<file path="config.mk">
export PLATFORM = sky130hd
export DESIGN_NAME = traffic_junction_ctrl
export DESIGN_NICKNAME = d
export VERILOG_FILES = /design/src/rtl/traffic_junction_ctrl_pkg.sv /design/src/rtl/traffic_junction_ctrl_phase_timer.sv /design/src/rtl/traffic_junction_ctrl.sv
export SDC_FILE = /design/constraint.sdc
export NUM_CORES = 1
export LEC_CHECK = 0
export BUFFER_PORTS_ARGS = -buffer_cell sky130_fd_sc_hd__clkbuf_2
export CELL_PAD_IN_SITES_DETAIL_PLACEMENT = 1
export CELL_PAD_IN_SITES_GLOBAL_PLACEMENT = 2
export CORE_MARGIN = 2
export CORE_UTILIZATION = 31
export CTS_CLUSTER_SIZE = 28
export DETAILED_ROUTE_END_ITERATION = 16
export GPL_TIMING_DRIVEN = 0
export PLACE_DENSITY_LB_ADDON = 0.1
export SLEW_MARGIN = 15
export SYNTH_ARGS = -nofsm -noshare
export SYNTH_HDL_FRONTEND = slang
export SYNTH_SLANG_ARGS = --single-unit
</file>
<file path="constraint.sdc">
create_clock -name clk -period 2.15 [get_ports clk]
set_input_delay 0.215 -clock clk [delete_from_list [all_inputs] [get_ports clk]]
set_output_delay 0.215 -clock clk [all_outputs]
set_load 0.005 [all_outputs]
</file>
<file path="src/rtl/traffic_junction_ctrl_pkg.sv">
// Shared types and light codes for the junction controller.
package traffic_pkg;

  // Phase encoding; the numeric values are exposed on the debug port.
  typedef enum logic [2:0] {
    MAIN_GREEN  = 3'd0,
    MAIN_YELLOW = 3'd1,
    ALL_RED_A   = 3'd2,
    PED_WALK    = 3'd3,
    SIDE_GREEN  = 3'd4,
    SIDE_YELLOW = 3'd5,
    ALL_RED_B   = 3'd6
  } state_e;

  // Light head codes, index 0 = red, 1 = green, 2 = yellow.
  localparam logic [0:2] LIGHT_RED = 3'b100;
  localparam logic [0:2] LIGHT_GRN = 3'b010;
  localparam logic [0:2] LIGHT_YEL = 3'b001;

endpackage

</file>
<file path="src/rtl/traffic_junction_ctrl_phase_timer.sv">
// Loadable down-counter that parks at zero; done flags an expired phase.
module phase_timer #(
  parameter int               CNT_W   = 8,
  parameter logic [CNT_W-1:0] RST_VAL = '0
) (
  input  logic             clk,
  input  logic             rst_n,
  input  logic             load,
  input  logic [CNT_W-1:0] load_val,
  output logic             done
);

  logic [CNT_W-1:0] cnt_q;
  logic [CNT_W-1:0] cnt_d;

  // Load has priority; otherwise count down and hold at zero.
  always_comb begin
    cnt_d = cnt_q;
    if (load) begin
      cnt_d = load_val;
    end else if (cnt_q != '0) begin
      cnt_d = cnt_q - 1'b1;
    end
  end

  // Counter register with synchronous reset to the initial phase length.
  always_ff @(posedge clk) begin
    if (!rst_n) begin
      cnt_q <= RST_VAL;
    end else begin
      cnt_q <= cnt_d;
    end
  end

  assign done = (cnt_q == '0);

endmodule

</file>
<file path="src/rtl/traffic_junction_ctrl.sv">
// Junction sequencer: main road rests on green, side cars and pedestrian
// requests are served in a fixed timed order with all-red clearance.
module traffic_junction_ctrl
  import traffic_pkg::*;
#(
  parameter int CNT_W    = 8,
  parameter int MAIN_MIN = 8,
  parameter int SIDE_G   = 6,
  parameter int YEL_T    = 3,
  parameter int ALLRED_T = 2,
  parameter int PED_T    = 5
) (
  input  logic       clk,
  input  logic       rst_n,
  input  logic       side_req,
  input  logic       ped_btn,
  output logic [0:2] main_light,
  output logic [0:2] side_light,
  output logic       ped_walk,
  output logic [2:0] phase
);

  state_e           state_q;
  state_e           state_d;
  logic             ped_pending_q;
  logic             ped_pending_d;
  logic             timer_load;
  logic [CNT_W-1:0] timer_load_val;
  logic             timer_done;

  // Value loaded on entry so that each timed phase lasts exactly its duration.
  function automatic logic [CNT_W-1:0] dur_m1(input state_e s);
    case (s)
      MAIN_GREEN:  return CNT_W'(MAIN_MIN - 1);
      MAIN_YELLOW: return CNT_W'(YEL_T - 1);
      ALL_RED_A:   return CNT_W'(ALLRED_T - 1);
      PED_WALK:    return CNT_W'(PED_T - 1);
      SIDE_GREEN:  return CNT_W'(SIDE_G - 1);
      SIDE_YELLOW: return CNT_W'(YEL_T - 1);
      default:     return CNT_W'(ALLRED_T - 1);
    endcase
  endfunction

  phase_timer #(
    .CNT_W  (CNT_W),
    .RST_VAL(CNT_W'(ALLRED_T - 1))
  ) u_timer (
    .clk     (clk),
    .rst_n   (rst_n),
    .load    (timer_load),
    .load_val(timer_load_val),
    .done    (timer_done)
  );

  // Next phase, timer reload on phase change, and pedestrian latch update.
  always_comb begin
    state_d        = state_q;
    timer_load     = 1'b0;
    timer_load_val = '0;
    ped_pending_d  = ped_pending_q;

    if (timer_done) begin
      case (state_q)
        MAIN_GREEN:  if (side_req | ped_pending_q | ped_btn) state_d = MAIN_YELLOW;
        MAIN_YELLOW: state_d = ALL_RED_A;
        ALL_RED_A:   state_d = (ped_pending_q | ped_btn) ? PED_WALK : SIDE_GREEN;
        PED_WALK:    state_d = side_req ? SIDE_GREEN : ALL_RED_B;
        SIDE_GREEN:  state_d = SIDE_YELLOW;
        SIDE_YELLOW: state_d = ALL_RED_B;
        ALL_RED_B:   state_d = MAIN_GREEN;
        default:     state_d = ALL_RED_B;
      endcase
    end

    if (state_d != state_q) begin
      timer_load     = 1'b1;
      timer_load_val = dur_m1(state_d);
    end

    // Presses outside the walk are latched; entering the walk consumes them.
    if (ped_btn && (state_q != PED_WALK)) begin
      ped_pending_d = 1'b1;
    end
    if ((state_d == PED_WALK) && (state_q != PED_WALK)) begin
      ped_pending_d = 1'b0;
    end
  end

  // Phase and pending-request registers.
  always_ff @(posedge clk) begin
    if (!rst_n) begin
      state_q       <= ALL_RED_B;
      ped_pending_q <= 1'b0;
    end else begin
      state_q       <= state_d;
      ped_pending_q <= ped_pending_d;
    end
  end

  // Moore decode of the light heads and walk lamp from the phase register.
  always_comb begin
    main_light = LIGHT_RED;
    side_light = LIGHT_RED;
    ped_walk   = 1'b0;
    case (state_q)
      MAIN_GREEN:  main_light = LIGHT_GRN;
      MAIN_YELLOW: main_light = LIGHT_YEL;
      PED_WALK:    ped_walk   = 1'b1;
      SIDE_GREEN:  side_light = LIGHT_GRN;
      SIDE_YELLOW: side_light = LIGHT_YEL;
      default:     ;
    endcase
  end

  assign phase = state_q;

endmodule

</file>
# Yosys cells after proc, flatten, opt, wreduce, memory -nomap -nowiden
# Cells that the tools add are included.
dict set report totals {
  ff_bits 12
  inputBits 4
}
dict set report classes {
  add_sub_neg 1
  n_eq_ne 12
  muxes 13
  n_bitwise 4
  reduce_logical 9
}
# operator count
set ops {}
lappend ops {{$pmux 3 s6} 1}
lappend ops {{$mux 8} 2}
lappend ops {{$eq 3x3->1 const B} 5}
lappend ops {{$mux 3} 4}
lappend ops {{$pmux 3 s2} 2}
lappend ops {{$pmux 3 s4} 1}
lappend ops {{$eq 3x2->1 const B} 3}
lappend ops {{$logic_not 8->1} 1}
lappend ops {{$reduce_bool 8->1} 1}
lappend ops {{$sub 8x1->8 const B} 1}
lappend ops {{$eq 3x1->1 const B} 2}
lappend ops {{$logic_not 3->1} 2}
lappend ops {{$reduce_or 2->1} 2}
lappend ops {{$ne 3x2->1 const B} 1}
lappend ops {{$ne 3x3->1} 1}
lappend ops {{$or 1x1->1} 3}
lappend ops {{$logic_and 1x1->1} 2}
lappend ops {{$mux 1} 2}
lappend ops {{$mux 2} 1}
lappend ops {{$reduce_bool 2->1} 1}
lappend ops {{$not 1->1} 1}

# Longest topological paths before layout
# Gate-level depths: netlist of run 1.
dict set report logic_depth {
  word_depth 10
  mapped_depth 6
}

# By module
# A second synthesis of run 1 with hierarchy kept.
dict set report hier_totals {
  hier_cells 95
  area_unflattened_um2 792.0
}
# mod n_inst cells_each area_each_um2 seq_area_each_um2
set modules_own_cells {}
lappend modules_own_cells {phase_timer 1 51 466.7 160.2}
lappend modules_own_cells {traffic_junction_ctrl 1 44 325.3 80.1}

# Worst setup path after synthesis of run 1
# Ideal clock, no wire load.
dict set report synth_path {
  path_type {register to register}
  startpoint {register u_timer.cnt_q[0]}
  endpoint {register ped_pending_q}
  setup_time_ns 0.122
  t_arrival_ns 1.697
  path_slack_ns 0.331
  path_stages_with_launch 7
  n_path_buf 0
  synth_period_minus_slack_ns 1.819
  cell_sequence {dfxtp_1 inv_1 ha_1 or4b_1 a211oi_2 o221ai_2 o311a_1}
}
dict set report synth_between {
  elab_chain_len 5
}
# element line_no
set synth_rtl {}
lappend synth_rtl {{start: declaration} traffic_junction_ctrl_phase_timer.sv:13} ;# logic [CNT_W-1:0] cnt_q;
lappend synth_rtl {{start signal: assignment} traffic_junction_ctrl_phase_timer.sv:31} ;# cnt_q <= cnt_d;
lappend synth_rtl {{$logic_not 8->1} traffic_junction_ctrl_phase_timer.sv:35} ;# assign done = (cnt_q == '0);
lappend synth_rtl {{$mux 3} traffic_junction_ctrl.sv:62} ;# if (timer_done) begin
lappend synth_rtl {{$eq 3x2->1} traffic_junction_ctrl.sv:84} ;# if ((state_d == PED_WALK) && (state_q != PED_WALK)) begin
lappend synth_rtl {{$logic_and 1x1->1} traffic_junction_ctrl.sv:84}
lappend synth_rtl {{$reduce_or 2->1 (no source line)} -}
lappend synth_rtl {{end signal: assignment} traffic_junction_ctrl.sv:96} ;# ped_pending_q <= ped_pending_d;
lappend synth_rtl {{end: declaration} traffic_junction_ctrl.sv:25} ;# logic ped_pending_q;
# Every way passes these cells.
# A chain may end at the register's enable or synchronous reset.

# Worst setup path in the final report of run 1
# Same ends and word-level chain as after synthesis.

==> metrics.cfg, run 1 <==
[sta]
max_freq_mhz=496
hold_ws_ps=190
setup_viol=0
finalCritPeriodShare_pct=93.7
rsz0062_at_grt=false
period_minus_slack_ps=2020
worst_pin_slew_ps=545
hold_violations=0
fin_skew_ps=2.29
max_slew_margin_pct=63.4
drv_slew=0

[route]
top_layer_used=met4
drcViolationCount=0
wl_met3_um=37
firstDrtPassIters=4
via_per_inst=5.41
wirelength_um=2140
drt-met1-wl_um=1130
drt-initial-drc-count=7
antenna_left=0
via_count=758
wl_met2_um=935
wire_per_inst_um=15.3

[grt]
grt_start_max_net_pins=11
globalRouteTotalUtil_pct=16.1
first_global_vias=705
grt_overflow=0
grt_pass1_wl_um=3290
antenna_found_initial=0

[cells_and_area]
drive_above_1_share_pct=22.7
final_nets=118
regArea_um2=240
nFillCells=307
multi_input_area_um2=529
final_core_utilization_pct=37.8
antennaDiodeCount=0
syn_to_final_growth_pct=17.6
layoutNonFillerInstCount=140

[floorplanning]
pin_count=14
die_area_mm2=0.00297
rows=18
die_w_um=54.5
die_h_um=54.5
initial_core_util_pct=32.2
coreArea_mm2=0.00245

[worst_setup_path]
max_stage_delay_ps=470
cp.arrival_ps=2190
crit_end=ped_pending_q$_SDFFE_PP0P_
cp_max_fo=5
required_ps=2330
path_cells=inv_1 > ha_2 > or4b_1 > a211oi_2 > o221ai_2 > o311a_1
reg2reg_to=ped_pending_q$_SDFFE_PP0P_
cp_slowest_cell=or4b_1
end_kind=flip-flop
r2r_start=u_timer.cnt_q[0]$_SDFFE_PN1P_
cp-start-kind=flip-flop
reg2reg_depth=6
crit_type=flip-flop to flip-flop
rrSetupSlack_ps=130
crit_start=u_timer.cnt_q[0]$_SDFFE_PN1P_

[placed_design]
gp_congestion=0.715
io_buffers=13
dpl.cell_count=137
hpwl_um=1620

[synth]
postSynthCellCount=94
synth_nets=100
ys_top_cells_by_area=dfxtp_1 30%, nor2_1 6.2%, a2111oi_0 3.3%, xnor2_1 3.3%, a21oi_1 3.2%
synth_top_area_share_pct=30.4
synth_top_area_cell=dfxtp_1
synth_edf_count=0
yosysWarnings=0
ys.flop_type=dfxtp_1
ys_seq_area_share_pct=30.4
synth_cell_types=41
synth_seq_cells=12
syn_area_per_cell_um2=8.40
synth_area_um2=790
async_flop_share_pct=0

[clocking]
clkTransAtPathRegs_ps=90
cts_buffer_depth=2
holdBufCountCts=0
cts_buffers=3
cts_tree=done
htree_levels=1
postCtsSetupBuffers=0
clk_latency_ps=280
root_buffer=clkbuf_4
cts.sinks=12

[status]
status=completed

[pwr]
switchingPower_uw=681
vdd_drop_max_mv=0.527
p_seq_share_pct=30.2
clkPwrFrac_pct=10.7
p_sw_share_pct=47.4
leakagePower_uw=0.000359
power_frac_comb_pct=59.1
p_per_area_mw_per_mm2=1550
power_uw=1440
internal_power_uw=754

[min_path]
worstHoldPathType=input pin to flip-flop

[job]
drv_cap=0

## kinds of logic (layout without fill, tap and decap cells)
kind of cell | Yosys count | count (layout) | share of synthesized area, %
AO/OA/AOI/OAI | 29 | 29 | 28.4
XOR/XNOR | 4 | 4 | 4.44
adder cells (fa/ha/maj) | 2 | 2 | 3.17
buffers and inverters | 9 | 25 | 4.28
flip-flops | 12 | 12 | 30.4
multiplexers | 1 | 1 | 1.27
AND/OR/NAND/NOR | 37 | 37 | 28.1
## cell usage after synthesis (2+ instances only)
master,number
nor2_1,13
dfxtp_1,12
inv_1,6
a21oi_1,5
nand2_1,4
nor3_1,4
a2111oi_0,3
clkbuf_1,3
o21ai_0,3
o21bai_1,3
xnor2_1,3
a211oi_1,2
a21o_1,2
and2_1,2
ha_1,2
nand2b_1,2
## cell type report
| cell class | count | area share [%] |
|---|---|---|
| well taps | 30 | 4.04 |
| flip-flops and latches | 12 | 25.9 |
| clock buffers | 3 | 2.43 |
| plain buffers | 3 | 1.21 |
| repair buffers | 13 | 7.01 |
| inverters | 6 | 2.43 |
| multi-input cells | 73 | 57.0 |
## cell usage in the layout (no fill, tap or decap), types with 2 or more instances in the layout
| cell | count |
|---|---|
| nor2_1 | 13 |
| clkbuf_4 | 3 |
| and2_1 | 2 |
| a21o_1 | 2 |
| nand2b_1 | 2 |
| nand2_1 | 4 |
| nor3_1 | 4 |
| inv_1 | 6 |
| dfxtp_1 | 12 |
| a21oi_1 | 5 |
| xnor2_1 | 3 |
| o21ai_0 | 2 |
| a2111oi_0 | 3 |
| a211oi_1 | 2 |
| clkbuf_1 | 3 |
| clkbuf_2 | 13 |
| o21bai_1 | 3 |
## metrics by stage
step | TNS, ps | cell area, µm² | setup WS, ps
final | 0 | 928 | 135
after floorplan | 0 | 790 | 331
after global routing | 0 | 928 | 33.3
after global placement | -1050 | 892 | -241
after CTS | 0 | 920 | 8.35
after detailed placement | -1000 | 892 | -260
## power by group through the flow
stage               logic [µW]  registers, µW  clock network, µW
CTS                        842            430                157
global route               946            450                169
global placement           826            425                  0
floorplan                  633            410                  0
finish                     848            433                154
detailed placement         836            432                  0
## registers in the layout, summed over array words and instances, names as in the netlist
signal	cells
phase	3
ped_pending_q	1
u_timer.cnt_q	8
## layer usage
layer	vias to the layer above	global-route usage, %
met4	0	6.25
met2	6	25.9
met3	4	3.28
li1	382	-
met5	-	0
met1	366	20.9
## critical path, delay by kind of cell, from the launching register on
| family | cells | cell delay (ps) |
|---|---|---|
| AND/OR/NAND/NOR | 1 | 470 |
| AO/OA/AOI/OAI | 3 | 760 |
| flip-flops | 1 | 340 |
| adder cells (fa/ha/maj) | 1 | 230 |
| buffers and inverters | 1 | 110 |
## worst min-delay path by stage
stage | start | to | slack, ps | cells after the start
floorplan | rst_n | phase[1]$_SDFF_PN1_ | 280 | 1
global placement | rst_n | phase[1]$_SDFF_PN1_ | 470 | 2
detailed placement | rst_n | phase[1]$_SDFF_PN1_ | 490 | 2
CTS | rst_n | phase[1]$_SDFF_PN1_ | 190 | 2
global route | rst_n | phase[1]$_SDFF_PN1_ | 220 | 2
finish | rst_n | phase[1]$_SDFF_PN1_ | 190 | 2
## repair_timing
item                       4_1_cts  5_1_grt
cloned                           0        0
pin swaps                        0        0
setup endpoints to repair        6        5
gates resized for setup          1        3
hold endpoints to repair         0        0
No activity file was read; power rests on OpenSTA's default activity.
==> inputs of run 2 (changes only) <==
Settings changed: ABC_AREA set to 1, CORE_UTILIZATION 31 to 29.
==> run 2 against run 1 <==
Effect of this change: sequential share of layout area increased by 0.57 points; register-to-register slack improved by 240 ps; first-iteration DRC count decreased by 43%; synthesized cell count increased by 23%; critical path depth increased by 6; via count increased by 1.7%; critical endpoint is now u_timer.cnt_q[2]$_SDFFE_PN0P_; highest routed layer unchanged.
==> metrics.cfg, run 2 <==
[status]
status=completed  ; unchanged

[synth]
synthXorXnorAreaFrac_pct=5.59  ; was 4.44%
synth_top_area_share_pct=30.7  ; was 30.4%
syn_area_per_cell_um2=6.75  ; was 8.40 µm²
yosysMostFrequentCell=nand2_1  ; was nor2_1
ys.flop_type=dfxtp_1  ; unchanged
synth_top_area_cell=dfxtp_1  ; unchanged
synth_area_um2=783  ; was 790 µm²
synth_edf_count=0  ; unchanged
synthAdderAreaFrac_pct=3.19  ; was 3.17%
synth_seq_cells=12  ; unchanged
async_flop_share_pct=0  ; unchanged
netlist_top_cells_count=26 x nand2_1, 18 x nor2_1, 14 x inv_1  ; was 13 x nor2_1, 12 x dfxtp_1, 6 x inv_1
ys_seq_area_share_pct=30.7  ; was 30.4%
synth_top_family_by_area=simple AND/OR/NAND/NOR gates  ; was compound AO/OA/AOI/OAI gates
synthMuxAreaShare_pct=0  ; was 1.27%
synth_simple_gate_area_share_pct=43.6  ; was 28.1%
ys_top_cells_by_area=dfxtp_1 31%, nand2_1 12%, nor2_1 8.6%, inv_1 6.7%, nand3_1 5.1%  ; was dfxtp_1 30%, nor2_1 6.2%, a2111oi_0 3.3%, xnor2_1 3.3%, a21oi_1 3.2%
synth_compound_area_share_pct=8.63  ; was 28.4%
postSynthCellCount=116  ; was 94
yosysWarnings=0  ; unchanged
synth_cell_types=29  ; was 41
synth_nets=122  ; was 100

[pwr]
p_seq_share_pct=29.5  ; was 30.2%
vdd_drop_max_mv=0.561  ; was 0.527 mV
p_per_area_mw_per_mm2=1560  ; was 1550 mW/mm²
power_frac_comb_pct=61.0  ; was 59.1%
p_sw_share_pct=49.7  ; was 47.4%
clkPwrFrac_pct=9.5  ; was 10.7%
internal_power_uw=713  ; was 754 µW
leakagePower_uw=0.000467  ; was 0.000359 µW
switchingPower_uw=706  ; was 681 µW

[sta]
rsz0062_at_grt=false  ; unchanged
worst_pin_slew_ps=355  ; was 545 ps
period_minus_slack_ps=1780  ; was 2020 ps
fin_skew_ps=1.94  ; was 2.29 ps
max_slew_margin_pct=76.3  ; was 63.4%
finalCritPeriodShare_pct=82.7  ; was 93.7%
hold_violations=0  ; unchanged
setup_viol=0  ; unchanged
finalSetupTns_ps=0  ; unchanged
drv_slew=0  ; unchanged
max_freq_mhz=562  ; was 496 MHz

[worst_setup_path]
crit_type=flip-flop to flip-flop  ; unchanged
required_ps=2310  ; was 2330 ps
cp-start-kind=flip-flop  ; unchanged
cp.arrival_ps=1940  ; was 2190 ps
end_kind=flip-flop  ; unchanged
cp_max_fo=10  ; was 5
max_stage_delay_ps=350  ; was 470 ps
path_cells=inv_1 > ha_1 > nand2_1 > nor2_8 > inv_1 > nor2_1 > nor2_1 > inv_1 > nand3_1 > nand3_1 > nand2_1 > nor2_1  ; was inv_1 > ha_2 > or4b_1 > a211oi_2 > o221ai_2 > o311a_1
cp_slowest_cell=dfxtp_1  ; was or4b_1

[route]
via_count=771  ; was 758
antenna_left=0  ; unchanged
wire_per_inst_um=11.6  ; was 15.3 µm
via_per_inst=4.76  ; was 5.41
firstDrtPassIters=3  ; was 4
drt-initial-drc-count=4  ; was 7
wirelength_um=1870  ; was 2140 µm
drcViolationCount=0  ; unchanged

[floorplanning]
die_h_um=56.0  ; was 54.5 µm
die_w_um=56.0  ; was 54.5 µm
rows=18  ; unchanged
die_area_mm2=0.00313  ; was 0.00297 mm²
initial_core_util_pct=31.1  ; was 32.2%
pin_count=14  ; unchanged
coreArea_mm2=0.00252  ; was 0.00245 mm²

[grt]
globalRouteTotalUtil_pct=13.2  ; was 16.1%
grt.met1_usage_pct=17.7  ; was 20.9%
first_global_vias=749  ; was 705
gr-max-usage-layer=met2  ; unchanged
use_met3_pct=4.42  ; was 3.28%
antenna_found_initial=0  ; unchanged
grt_use_met2_pct=21.0  ; was 25.9%
grt_overflow=0  ; unchanged
grt_start_max_net_pins=11  ; unchanged
grt_pass1_wl_um=3310  ; was 3290 µm

[clocking]
cts_resized=0  ; was 1
htree_levels=1  ; unchanged
cts_buffers=3  ; unchanged
cts.sinks=12  ; unchanged
clkTransAtPathRegs_ps=70  ; was 90 ps
holdBufCountCts=0  ; unchanged
postCtsSetupBuffers=0  ; unchanged
cts_tree=done  ; unchanged
cts_buffer_depth=2  ; unchanged
clk_latency_ps=260  ; was 280 ps
root_buffer=clkbuf_4  ; unchanged

[cells_and_area]
syn_to_final_growth_pct=16.0  ; was 17.6%
drive_above_1_share_pct=24.2  ; was 22.7%
largest_register_ffs=8  ; unchanged
nFillCells=341  ; was 307
final_nets=140  ; was 118
final_common_cell=nand2_1
most-common-layout-cells=26 x nand2_1, 18 x nor2_1, 14 x inv_1  ; was 13 x nor2_1, 13 x clkbuf_2, 12 x dfxtp_1
largest_register=u_timer.cnt_q  ; unchanged
layoutNonFillerInstCount=162  ; was 140
antennaDiodeCount=0  ; unchanged

[placed_design]
dpl.cell_count=159  ; was 137
hpwl_um=1550  ; was 1620 µm
io_buffers=13  ; unchanged
gp_congestion=0.751  ; was 0.715

[min_path]
worstHoldPathType=input pin to flip-flop  ; unchanged

[job]
drv_cap=0  ; unchanged

## run 2: cell types whose count changed in the layout (fill, tap and decap cells not counted), sizes merged, moves of 8 or more
| cell | delta |
|---|---|
| inv | +9 |
| nor2 | +9 |
| nand2 | +27 |
| nand3 | +8 |
## run 2: path summary, 6_finish.rpt
check	start	to	slack, ps	depth (start not counted)
max	u_timer.cnt_q[0]$_SDFFE_PN1P_	u_timer.cnt_q[2]$_SDFFE_PN0P_	370	12
min reg2reg	u_timer.cnt_q[1]$_SDFFE_PN0P_	u_timer.cnt_q[1]$_SDFFE_PN0P_	490	2
max reg2reg	u_timer.cnt_q[0]$_SDFFE_PN1P_	u_timer.cnt_q[2]$_SDFFE_PN0P_	370	12
min	rst_n	phase[1]$_SDFF_PN1_	160	2
## run 2: stage by stage
stage | setup WS (ps) | util (%) | area, µm² | hold slack, ps | power [µW]
after floorplan | 641 | - | 783 | 284 | 1100
after global placement | 357 | 35.1 | 886 | 427 | 1290
after detailed placement | 368 | 35.1 | 886 | 438 | 1310
after CTS | 351 | 36.0 | 908 | 155 | 1450
after global routing | 114 | 36.0 | 908 | 178 | 1600
final | 372 | 36.0 | 908 | 161 | 1420
## run 2: worst max-delay path, delay by kind of cell, from the launching register on
family                   cells  cell delay, ps
flip-flops                   1             350
buffers and inverters        3             310
AND/OR/NAND/NOR              8             820
adder cells (fa/ha/maj)      1             190
## run 2: cell families after synthesis
kind of cell,after synthesis
buffers and inverters,17
AO/OA/AOI/OAI,10
adder cells (fa/ha/maj),2
XOR/XNOR,5
flip-flops,12
AND/OR/NAND/NOR,70
## run 2: layout make-up
cell class                 count  area, µm²  area share (%)
tap                           30       37.5            4.13
sequential                    12        240            26.4
clock buffer                   3       22.5            2.48
inverter                      16       60.1            6.61
multi-input combinational     87        478            52.6
buffer                         1       5.00           0.551
timing repair buffer          13       65.1            7.16
## run 2: layer usage
layer / share of wire, % / routed length (µm) / vias to the layer above
met5: 0 / 0 / -
met4: 0.80 / 15 / 0
met3: 3.6 / 67 / 2
met2: 46 / 871 / 7
met1: 49 / 920 / 358
li1: - / - / 404
## run 2: power groups by stage
stage                     registers, µW  clock network, µW  logic [µW]
after floorplan                     405                  0         693
after global placement              421                  0         872
after detailed placement            425                  0         881
after CTS                           420                143         885
after global routing                434                154        1010
final                               418                134         866
==> inputs of run 3 (changes only) <==
Settings changed: ABC_AREA 1 to 0, CORE_UTILIZATION 29 to 28.
Clock period 2.15 ns to 1.56 ns, I/O delays scaled along.
==> run 3 against run 2 <==
Effect of this change: the flow now finishes with violations (setup timing); sequential share of layout area is 3.7 points lower; clock power is 46% higher; clock skew is 1.1 ps lower; critical endpoint is now ped_pending_q$_SDFFE_PP0P_; routed wire length is 30% higher; worst setup slack worse by 600 ps; die area is 4.1% higher; flip-flop and latch count stayed put; register-to-register slack worse by 600 ps; sequential power is 66% higher; utilization is 5.2 points higher; non-clock buffer count is 13 higher; critical path type unchanged; first-iteration DRC count grew to 2.5 times the previous value.
==> metrics.cfg, run 3 (synthesis results as in run 1) <==
[sta]
drv_slew=0  ; unchanged
setup_viol=5  ; was 0
hold_ws_ps=158  ; was 161 ps
worst_pin_slew_ps=394  ; was 355 ps
finalCritPeriodShare_pct=115  ; was 82.7%
finalWorstSetupSlack_ps=-230  ; was 372 ps
max_freq_mhz=559  ; was 562 MHz
period_minus_slack_ps=1790  ; was 1780 ps
rsz0062_at_grt=true  ; was false
hold_violations=0  ; unchanged
fin_skew_ps=0.853  ; was 1.94 ps
max_slew_margin_pct=73.4  ; was 76.3%

[worst_setup_path]
cp.arrival_ps=1960  ; was 1940 ps
rrSetupSlack_ps=-230  ; was 370 ps
cp-start-kind=flip-flop  ; unchanged
required_ps=1730  ; was 2310 ps
end_kind=flip-flop  ; unchanged
crit_type=flip-flop to flip-flop  ; unchanged
cp_max_fo=4  ; was 10

[status]
status=complete, but fails checks  ; was completed
violations=setup timing

[floorplanning]
rows=19  ; was 18
initial_core_util_pct=29.1  ; was 31.1%
die_w_um=57.1  ; was 56.0 µm
coreArea_mm2=0.00271  ; was 0.00252 mm²
die_area_mm2=0.00326  ; was 0.00313 mm²
pin_count=14  ; unchanged
die_h_um=57.1  ; was 56.0 µm

[route]
via_per_inst=5.34  ; was 4.76
antenna_left=0  ; unchanged
firstDrtPassIters=3  ; unchanged
drcViolationCount=0  ; unchanged
via_count=812  ; was 771
drt-initial-drc-count=10  ; was 4
wire_per_inst_um=16.1  ; was 11.6 µm
wirelength_um=2440  ; was 1870 µm

[cells_and_area]
most-common-layout-cells=14 x clkbuf_2, 13 x nor2_1, 11 x buf_4  ; was 26 x nand2_1, 18 x nor2_1, 14 x inv_1
syn_to_final_growth_pct=41.4  ; was 16.0%
nFillCells=338  ; was 341
final_common_cell=clkbuf_2  ; was nand2_1
largest_register=u_timer.cnt_q  ; unchanged
final_nets=129  ; was 140
largest_register_ffs=8  ; unchanged
drive_above_1_share_pct=43.8  ; was 24.2%
antennaDiodeCount=0  ; unchanged

[clocking]
clk_latency_ps=270  ; was 260 ps
holdBufCountCts=0  ; unchanged
root_buffer=clkbuf_4  ; unchanged
cts_tree=done  ; unchanged
cts.sinks=12  ; unchanged
cts_buffer_depth=2  ; unchanged
cts_buffers=3  ; unchanged
clkTransAtPathRegs_ps=80  ; was 70 ps
htree_levels=1  ; unchanged

[placed_design]
gp_congestion=0.679  ; was 0.751
io_buffers=13  ; unchanged
pre_cts_ws_ps=-513  ; was 368 ps
hpwl_um=1660  ; was 1550 µm

[pwr]
leakagePower_uw=0.000437  ; was 0.000467 µW
p_per_area_mw_per_mm2=2280  ; was 1560 mW/mm²
vdd_drop_max_mv=1.25  ; was 0.561 mV

[min_path]
worstHoldPathType=input pin to flip-flop  ; unchanged

[grt]
first_global_vias=807  ; was 749
grt_overflow=0  ; unchanged
globalRouteTotalUtil_pct=15.8  ; was 13.2%
grt_pass1_wl_um=3880  ; was 3310 µm
grt_start_max_net_pins=12  ; was 11
antenna_found_initial=0  ; unchanged

[job]
drv_cap=0  ; unchanged

## run 3: report_power, final
part,switching (µW),leakage (µW),total [µW],internal [µW]
registers,240,0.000100,694,454
logic,806,0.000324,1660,853
clock network,107,0.0000138,196,89.4
## run 3: stage by stage
| step | utilization, % | std cells | total power (µW) | cell area, µm² | setup TNS, ps |
|---|---|---|---|---|---|
| 2_1_floorplan | - | 94 | 1470 | 808 | -119 |
| 5_1_grt | 41.2 | 152 | 2760 | 1120 | -1250 |
| 3_5_place_dp | 33.7 | 138 | 1790 | 912 | -2960 |
| 3_3_place_gp | 33.7 | 138 | 1770 | 912 | -2530 |
| 4_1_cts | 38.5 | 149 | 2320 | 1040 | -784 |
| 6_report | 41.2 | 152 | 2550 | 1120 | -718 |
## run 3: worst max-delay path, cell delays in order (launching register included)
cell and delay, ps:
dfxtp_2 330, inv_2 70, ha_4 150, or4b_4 470
a211oi_4 200, o221ai_2 150, o311a_1 300
## run 3: per-layer routing
layer / wire length (µm) / vias up / track usage [%]
li1: - / 407 / -
met1: 1110 / 389 / 19.0
met5: 0 / - / 0
met4: 23 / 0 / 5.98
met2: 1240 / 14 / 27.1
met3: 75 / 2 / 4.08
## run 3: layout make-up
| type | count | area, µm² | share of cell area, % |
|---|---|---|---|
| clock buffer | 3 | 22.5 | 2.02 |
| inverter | 6 | 22.5 | 2.02 |
| buffer | 1 | 5.00 | 0.448 |
| multi-input combinational | 73 | 603 | 54.0 |
| sequential | 12 | 254 | 22.8 |
| timing repair buffer | 26 | 170 | 15.2 |
| tap | 31 | 38.8 | 3.48 |
## run 3: worst paths after layout
check	startpoint	to	cells after the start
max	u_timer.cnt_q[0]$_SDFFE_PN1P_	ped_pending_q$_SDFFE_PP0P_	6
min	rst_n	phase[1]$_SDFF_PN1_	2
max reg2reg	u_timer.cnt_q[0]$_SDFFE_PN1P_	ped_pending_q$_SDFFE_PP0P_	6
min reg2reg	u_timer.cnt_q[3]$_SDFFE_PN0P_	u_timer.cnt_q[3]$_SDFFE_PN0P_	2
## run 3: repair_timing
item / in CTS / in global routing
pin swaps: 6 / 6
setup endpoints to repair: 11 / 14
hold endpoints to repair: 0 / 0
buffers inserted: 9 / 5
gates resized for setup: 13 / 13
